===== src/rtl/core_launcher_pkg.sv =====
// Shared types and defaults for the core launcher.
package core_launcher_pkg;

  typedef enum logic [1:0] {
    IDLE   = 2'd0,
    LAUNCH = 2'd1,
    RUN    = 2'd2
  } launch_st_e;

  localparam int NCH_DEF = 4;
  localparam int T_DEF   = 10;
  localparam int CW_DEF  = 16;

endpackage


===== src/rtl/core_launcher_if.sv =====
// Requester/core-facing signal bundle of the core launcher.
interface core_launcher_if #(
  parameter int NCH = 4,
  parameter int T   = 10,
  parameter int CW  = 16
);
  localparam int AW = $clog2(NCH);

  logic [NCH-1:0]   req;
  logic [NCH*T-1:0] entry;
  logic [CW-1:0]    timeout_limit;
  logic             core_done;
  logic             core_start;
  logic             core_abort;
  logic [T-1:0]     core_entry;
  logic [NCH-1:0]   ack;
  logic [NCH-1:0]   err;
  logic             busy;
  logic [AW-1:0]    active_ch;
  logic [CW-1:0]    last_cycles;

  // Requesters and core drive the inputs of the launcher.
  modport master (
    output req, entry, timeout_limit, core_done,
    input  core_start, core_abort, core_entry, ack, err, busy, active_ch, last_cycles
  );

  modport slave (
    input  req, entry, timeout_limit, core_done,
    output core_start, core_abort, core_entry, ack, err, busy, active_ch, last_cycles
  );
endinterface


===== src/rtl/core_launcher_rr_arbiter.sv =====
// Combinational round-robin pick: first eligible channel after the pointer.
module core_launcher_rr_arbiter #(
  parameter int NCH = 4,
  parameter int AW  = 2
) (
  input  logic [NCH-1:0] i_elig,
  input  logic [AW-1:0]  i_ptr,
  output logic           o_vld,
  output logic [AW-1:0]  o_idx
);
  localparam int SW = AW + 1;

  logic [SW-1:0] w_sum;

  // Walk offsets from farthest to nearest so the nearest eligible channel wins.
  always_comb begin
    o_vld = 1'b0;
    o_idx = '0;
    w_sum = '0;
    for (int k = NCH; k >= 1; k--) begin
      w_sum = {1'b0, i_ptr} + SW'(k);
      if (w_sum >= SW'(NCH)) w_sum = w_sum - SW'(NCH);
      if (i_elig[w_sum[AW-1:0]]) begin
        o_vld = 1'b1;
        o_idx = w_sum[AW-1:0];
      end
    end
  end
endmodule


===== src/rtl/core_launcher.sv =====
// Multi-channel launcher: arbitrates requesters onto the core's start/done pins,
// runs a watchdog and reports per-run error flag and cycle count.
//
//   state  | meaning
//   IDLE   | waiting for an eligible channel (req high, ack low)
//   LAUNCH | one cycle, core_start pulsed with the granted entry address
//   RUN    | core running; watch for withdrawal, done or watchdog expiry
module core_launcher
  import core_launcher_pkg::*;
#(
  parameter int NCH = NCH_DEF,
  parameter int T   = T_DEF,
  parameter int CW  = CW_DEF
) (
  input logic            Clk,
  input logic            Reset,
  core_launcher_if.slave bus
);
  localparam int AW = $clog2(NCH);

  launch_st_e     r_state, w_state_nxt;
  logic [AW-1:0]  r_active_ch, r_rr_ptr;
  logic [CW-1:0]  r_cnt, r_last_cycles, w_cnt_inc;
  logic [NCH-1:0] r_ack, r_err, w_ack_nxt, w_err_nxt, w_elig;
  logic           r_core_start, r_core_abort, w_start_nxt, w_abort_nxt;
  logic [T-1:0]   r_core_entry, w_entry_sel;
  logic           w_grant_vld, w_req_act, w_withdraw, w_done, w_tmo;
  logic [AW-1:0]  w_grant_idx;

  assign w_elig      = bus.req & ~r_ack;
  assign w_entry_sel = bus.entry[int'(w_grant_idx)*T +: T];
  // Saturating increment; also used for the watchdog compare so all-ones never wraps.
  assign w_cnt_inc   = (r_cnt == {CW{1'b1}}) ? r_cnt : r_cnt + CW'(1);
  assign w_req_act   = bus.req[r_active_ch];
  assign w_withdraw  = (r_state == RUN) && !w_req_act;
  assign w_done      = (r_state == RUN) && w_req_act && bus.core_done;
  // Done on the same edge masks the timeout.
  assign w_tmo       = (r_state == RUN) && w_req_act && !bus.core_done &&
                       (bus.timeout_limit != '0) && (w_cnt_inc == bus.timeout_limit);

  core_launcher_rr_arbiter #(.NCH(NCH), .AW(AW)) u_arb (
    .i_elig (w_elig),
    .i_ptr  (r_rr_ptr),
    .o_vld  (w_grant_vld),
    .o_idx  (w_grant_idx)
  );

  // State register.
  always_ff @(posedge Clk or negedge Reset) begin
    if (!Reset) r_state <= IDLE;
    else        r_state <= w_state_nxt;
  end

  // Next-state logic.
  always_comb begin
    w_state_nxt = r_state;
    unique case (r_state)
      IDLE:    if (w_grant_vld) w_state_nxt = LAUNCH;
      LAUNCH:  w_state_nxt = RUN;
      RUN:     if (w_withdraw || w_done || w_tmo) w_state_nxt = IDLE;
      default: w_state_nxt = IDLE;
    endcase
  end

  // Next values of the registered pulses and per-channel ack/err flags.
  always_comb begin
    w_start_nxt = (r_state == IDLE) && w_grant_vld;
    w_abort_nxt = w_withdraw || w_tmo;
    w_ack_nxt   = r_ack & bus.req;
    w_err_nxt   = r_err & bus.req;
    if (w_done || w_tmo) begin
      w_ack_nxt[r_active_ch] = 1'b1;
      w_err_nxt[r_active_ch] = w_tmo;
    end
  end

  // Grant bookkeeping, run counter and output registers.
  always_ff @(posedge Clk or negedge Reset) begin
    if (!Reset) begin
      r_active_ch   <= '0;
      r_rr_ptr      <= AW'(NCH - 1);
      r_cnt         <= '0;
      r_last_cycles <= '0;
      r_ack         <= '0;
      r_err         <= '0;
      r_core_start  <= 1'b0;
      r_core_abort  <= 1'b0;
      r_core_entry  <= '0;
    end else begin
      if (w_start_nxt) begin
        r_active_ch  <= w_grant_idx;
        r_rr_ptr     <= w_grant_idx;
        r_core_entry <= w_entry_sel;
      end
      if (r_state == LAUNCH)
        r_cnt <= '0;
      else if ((r_state == RUN) && !(w_withdraw || w_done || w_tmo))
        r_cnt <= w_cnt_inc;
      if (w_done || w_tmo) r_last_cycles <= w_cnt_inc;
      r_ack        <= w_ack_nxt;
      r_err        <= w_err_nxt;
      r_core_start <= w_start_nxt;
      r_core_abort <= w_abort_nxt;
    end
  end

  assign bus.core_start  = r_core_start;
  assign bus.core_abort  = r_core_abort;
  assign bus.core_entry  = r_core_entry;
  assign bus.ack         = r_ack;
  assign bus.err         = r_err;
  assign bus.busy        = (r_state != IDLE);
  assign bus.active_ch   = r_active_ch;
  assign bus.last_cycles = r_last_cycles;
endmodule


===== src/flat_wrapper.sv =====
// flat-port wrapper written by rule: the top's interface ports become plain ports
module core_launcher_flat import core_launcher_pkg::*;
#(
  parameter int NCH = NCH_DEF,
  parameter int T   = T_DEF,
  parameter int CW  = CW_DEF
)
  (Clk, Reset, bus_req, bus_entry, bus_timeout_limit, bus_core_done, bus_core_start, bus_core_abort, bus_core_entry, bus_ack, bus_err, bus_busy, bus_active_ch, bus_last_cycles);
  core_launcher_if #(.NCH(NCH), .T(T), .CW(CW)) bus_i ();
  input logic Clk;
  input logic Reset;
  input wire logic [$bits(bus_i.req)-1:0] bus_req;
  input wire logic [$bits(bus_i.entry)-1:0] bus_entry;
  input wire logic [$bits(bus_i.timeout_limit)-1:0] bus_timeout_limit;
  input wire logic [$bits(bus_i.core_done)-1:0] bus_core_done;
  output wire logic [$bits(bus_i.core_start)-1:0] bus_core_start;
  output wire logic [$bits(bus_i.core_abort)-1:0] bus_core_abort;
  output wire logic [$bits(bus_i.core_entry)-1:0] bus_core_entry;
  output wire logic [$bits(bus_i.ack)-1:0] bus_ack;
  output wire logic [$bits(bus_i.err)-1:0] bus_err;
  output wire logic [$bits(bus_i.busy)-1:0] bus_busy;
  output wire logic [$bits(bus_i.active_ch)-1:0] bus_active_ch;
  output wire logic [$bits(bus_i.last_cycles)-1:0] bus_last_cycles;
  assign bus_i.req = bus_req;
  assign bus_i.entry = bus_entry;
  assign bus_i.timeout_limit = bus_timeout_limit;
  assign bus_i.core_done = bus_core_done;
  assign bus_core_start = bus_i.core_start;
  assign bus_core_abort = bus_i.core_abort;
  assign bus_core_entry = bus_i.core_entry;
  assign bus_ack = bus_i.ack;
  assign bus_err = bus_i.err;
  assign bus_busy = bus_i.busy;
  assign bus_active_ch = bus_i.active_ch;
  assign bus_last_cycles = bus_i.last_cycles;
  core_launcher #(.NCH(NCH), .T(T), .CW(CW)) u_core (.Clk(Clk), .Reset(Reset), .bus(bus_i));
endmodule

===== config.mk =====
export PLATFORM = sky130hd
export DESIGN_NAME = core_launcher_flat
export DESIGN_NICKNAME = d
export VERILOG_FILES = /design/src/rtl/core_launcher_pkg.sv /design/src/rtl/core_launcher_if.sv /design/src/rtl/core_launcher_rr_arbiter.sv /design/src/rtl/core_launcher.sv /design/src/flat_wrapper.sv
export SDC_FILE = /design/constraint.sdc
export NUM_CORES = 1
export LEC_CHECK = 0
export ABC_AREA = 1
export BUFFER_PORTS_ARGS = -buffer_cell sky130_fd_sc_hd__buf_2
export CORE_ASPECT_RATIO = 0.6
export CORE_MARGIN = 2
export CORE_UTILIZATION = 35
export DETAILED_ROUTE_END_ITERATION = 8
export GPL_TIMING_DRIVEN = 1
export PLACE_DENSITY = 0.59
export SYNTH_ARGS = -nofsm -noshare
export SYNTH_HDL_FRONTEND = slang
export SYNTH_SLANG_ARGS = --single-unit

===== constraint.sdc =====
create_clock -name Clk -period 2.2 [get_ports Clk]
set_input_delay 0.11 -clock Clk [delete_from_list [all_inputs] [get_ports Clk]]
set_output_delay 0.11 -clock Clk [all_outputs]
set_load 0.005 [all_outputs]

==> metrics.md <==
| Metric | Value |
|---|---|
| Sequential fraction of the synthesis area | `35.7%` |
| Worst EP arrival | `2.70 ns` |
| Endpoints failing setup | `42` |
| Largest net degree at the start of global routing | `29` |
| Worst Hold Class | `input port to flip-flop` |
| Max incr delay on CP | `0.35 ns` |
| Crit path cell chain | `nand2_1 > nor2_1 > nand2_2 > clkinv_4 > nand2_8 > buf_4 > nand3_1 > nand2_2 > nor2_4 > nand2_2 > nor2_4 > nand2_8 > buf_12 > nand2_8 > nand3_1 > nand2_1` |
| Fraction of layout cells with a size suffix above 1 | `40.1%` |
| Syn. warnings | `0` |
| Synthesized area | `roughly 0.0041 mm^2` |
| Post-DRT Antenna Nets | `0` |
| Status | `complete, but fails checks` |
| Pwr per Cell Area | `around 1100 mW/mm^2` |
| GPL Wtd Cong | `0.918` |
| Filler cells | `1,104` |
| Vias | `between 5k and 6k` |
| Vias in the first global route | `4,337` |
| WHS | `~0.050 ns` |
| CTS Buffer Depth | `2` |
| Initial antenna violation count | `0` |
| Fin crit period | `approximately 2.4 ns` |
| Leak | `approximately 3.7 nW` |
| DRT iter0 DRCs | `346` |
| Hold path startpoint | `bus_req[0]` |
| Yosys top cell area share | `34.4%` |
| Unrepaired setup endpoints after global routing | `yes` |
| Full die area | `between 0.01 and 0.015 mm^2` |
| Total CTS buffers | `9` |
| Vias per cell | `a little under 5` |
| Startpoint Class | `flip-flop` |
| Drt drc | `0` |
| Area Growth Syn to Fin | `61.1%` |
| Final Non-Filler Cells | `1,027` |
| Core outline area | `approximately 0.011 mm^2` |
| First-pass GRT wire length | `about 22,000 um` |
| Critical path endpoint category | `flip-flop` |
| CP max-delay cell | `dfrtp_1` |
| Worst r2r src | `u_core.r_cnt[13]` |
| Worst-path maximum fanout | `8` |
| Root buffer cell | `clkbuf_16` |
| CTS tree | `yes` |
| Netlist cell types | `29` |
| H-Tree Depth | `3` |
| # rows | `30` |
| Post-synthesis cell type with the largest combined area | `dfrtp_1` |
| RR Endpoint | `u_core.r_cnt[0]` |
| Ports | `about 100` |
| Cell total after placement | `970` |
| Setup WS post-layout | `-0.246 ns` |
| Hold EP | `u_core.bus.ack[0]` |
| Synthesized netlist cell count | `approximately 660` |
| Grt total ovfl | `0` |
| Clk sink count | `58` |
| Gr usage total | `22.5%` |
| Worst R2R Setup Slack | `-0.25 ns` |
| Worst Tran Pin Value | `0.734 ns` |
| WHS Path Cells | `3` |
| Final WL | `15,600 um` |
| Violated checks | `setup timing` |
| Final nets | `a little over 900` |
| Period utilisation layout | `111%` |
| Rel. slew slack | `~51%` |
| Seq cells post-synth | `58` |
| Ranking of synthesized cells by area | `dfrtp_1, nand2_1, nand3_1, inv_1, nor2_1` |
| Fmax | `between 0.4 and 0.5 GHz` |
| Initial Utilization | `a little over a third` |
| Mapped Avg Cell Area | `a little over 6 um^2` |
| Fin. Hold Viols | `0` |
| Max cap viols | `0` |
| Total power | `about 7.1 mW` |
| Avg WL per Cell | `roughly 15 um` |
| Port buffer count | `just over 100` |
| Final Skew | `0.00621 ns` |
| Post-Place Setup Slack | `-0.261 ns` |
| Required @ worst endpoint | `around 2.5 ns` |
| Post-Syn Nets | `720` |
| Drt pass-1 iters | `7` |
| Worst reg-to-reg path cell count | `16` |
| Dpl hpwl | `roughly 11,000 um` |
| # diodes | `0` |
| Max-slew violations | `0` |
| Clock Latency Late Sink | `0.32 ns` |
| Die width | `143 um` |
| Reg clk slew, reported paths | `0.05 ns` |
| Maximum vdd drop | `~0.00084 V` |
| Critical path class | `flip-flop to flip-flop` |
| Die Y | `roughly 88 um` |
[worst max-delay path: cells and delay by family, from the launching register on]
| family | cells | cell delay (ns) |
|---|---|---|
| and+or+nand+nor | 13 | 1.55 |
| buffers and inverters | 3 | 0.46 |
| DFF | 1 | 0.35 |
[per-layer routing]
layer	global-route usage (%)	vias up	share of wire [%]
li1	-	2473	-
met1	35.2	2366	50
met2	31.7	200	41
met3	6.12	11	8.4
met4	2.41	0	0.39
met5	0	-	0
[cell type report]
class                   count  area, um^2  share of cell area, %
multi-input cells         472        2640                   40.3
well taps                 160         200                   3.05
inverters                 112         442                   6.73
flip-flops and latches     58        1460                   22.2
repair buffers            212        1560                   23.8
clock buffers              13         260                   3.96
[layout by cell type, fill, tap and decap left out, types with 2 or more instances in the layout]
cell | netlist | layout
dfrtp_1 | 56 | 53
buf_16 | 0 | 2
dfstp_2 | 2 | 2
clkbuf_16 | 0 | 11
buf_4 | 0 | 87
buf_12 | 0 | 8
o21ai_4 | 0 | 4
clkinv_1 | 3 | 2
nand3_1 | 109 | 74
o21ai_1 | 9 | 12
nor2_4 | 4 | 10
o21ai_2 | 0 | 3
buf_6 | 4 | 10
nor2_2 | 3 | 8
nand2_1 | 254 | 220
nand3_2 | 1 | 34
clkbuf_1 | 5 | 2
nand2_4 | 4 | 4
nand2_8 | 0 | 7
nand4_1 | 10 | 10
nor2_1 | 37 | 26
nand3_4 | 0 | 2
inv_1 | 105 | 102
clkbuf_8 | 0 | 2
dfrtp_2 | 0 | 3
o211ai_1 | 2 | 2
nand2_2 | 3 | 35
xnor2_1 | 4 | 2
nor3_1 | 4 | 4
inv_2 | 4 | 4
o21ai_0 | 15 | 5
buf_2 | 10 | 101
[flip-flops by register name (all words and copies together) (netlist names)]
| name | count |
|---|---|
| u_core.bus.ack | 4 |
| u_core.bus.core_entry | 10 |
| u_core.r_rr_ptr | 2 |
| u_core.bus.core_start | 1 |
| u_core.bus.err | 4 |
| u_core.bus.core_abort | 1 |
| u_core.bus.active_ch | 2 |
| u_core.bus.last_cycles | 16 |
| u_core.r_state | 2 |
| u_core.r_cnt | 16 |
[cells by family after synthesis]
family	after synthesis	share of synthesized area (%)
buffers and inverters	131	13.1
adders and majority gates	1	0.307
DFF	58	35.7
AOI/OAI and AO/OA	31	4.11
xor gates and xnor gates	4	0.860
and+or+nand+nor	431	45.9
[how the worst max path moves through the flow]
stage / from / endpoint / slack, ns / cells after the start
after floorplan: u_core.r_cnt[0] / u_core.bus.last_cycles[0] / 0.008 / 16
after global placement: u_core.r_cnt[3] / u_core.r_cnt[3] / -0.16 / 14
after detailed placement: u_core.r_cnt[3] / u_core.bus.last_cycles[9] / -0.26 / 14
after CTS: u_core.r_cnt[0] / u_core.r_cnt[7] / -0.14 / 17
after global routing: u_core.r_cnt[1] / u_core.r_cnt[0] / -0.39 / 18
final: u_core.r_cnt[13] / u_core.r_cnt[0] / -0.25 / 16
[cell usage after synthesis]
cell type / count
buf_2: 10
clkinv_1: 3
nand4_1: 10
inv_1: 105
o31ai_1: 1
dfstp_2: 2
buf_6: 4
o21ai_0: 15
nand2_1: 254
a31oi_1: 2
dfrtp_1: 56
nand3_1: 109
inv_2: 4
o21ai_1: 9
nand3_2: 1
nor2_1: 37
ha_1: 1
a21boi_0: 1
nor3_1: 4
o211ai_1: 2
clkbuf_1: 5
nor2_4: 4
nand3b_1: 1
nor2_2: 3
or2_2: 1
nand2_4: 4
nand2_2: 3
xnor2_1: 4
a21oi_1: 1
[through the flow]
step / utilization, % / instance area (um^2) / setup TNS (ns)
after floorplan: - / 4080 / 0
after global placement: 46.3 / 5250 / -5.32
after detailed placement: 46.3 / 5250 / -9.60
after CTS: 52.0 / 5890 / -3.61
after global routing: 57.9 / 6560 / -15.20
final: 57.9 / 6560 / -8.06
[repair_timing]
action | CTS | global route
endpoints found under the setup margin | 52 | 56
cloned | 3 | 12
hold buffers | 1 | 0
buffers inserted | 15 | 14
endpoints found under the hold margin | 13 | 0
resized for setup | 46 | 114
pin swaps | 8 | 45
[report_power, final]
part | switching (mW) | leakage (nW) | internal, mW
logic | 2.50 | 2.81 | 1.90
registers | 0.160 | 0.770 | 1.30
clock network | 0.430 | 0.128 | 0.802
total | 3.09 | 3.70 | 4.01
Power figures use the tool's default switching activity.
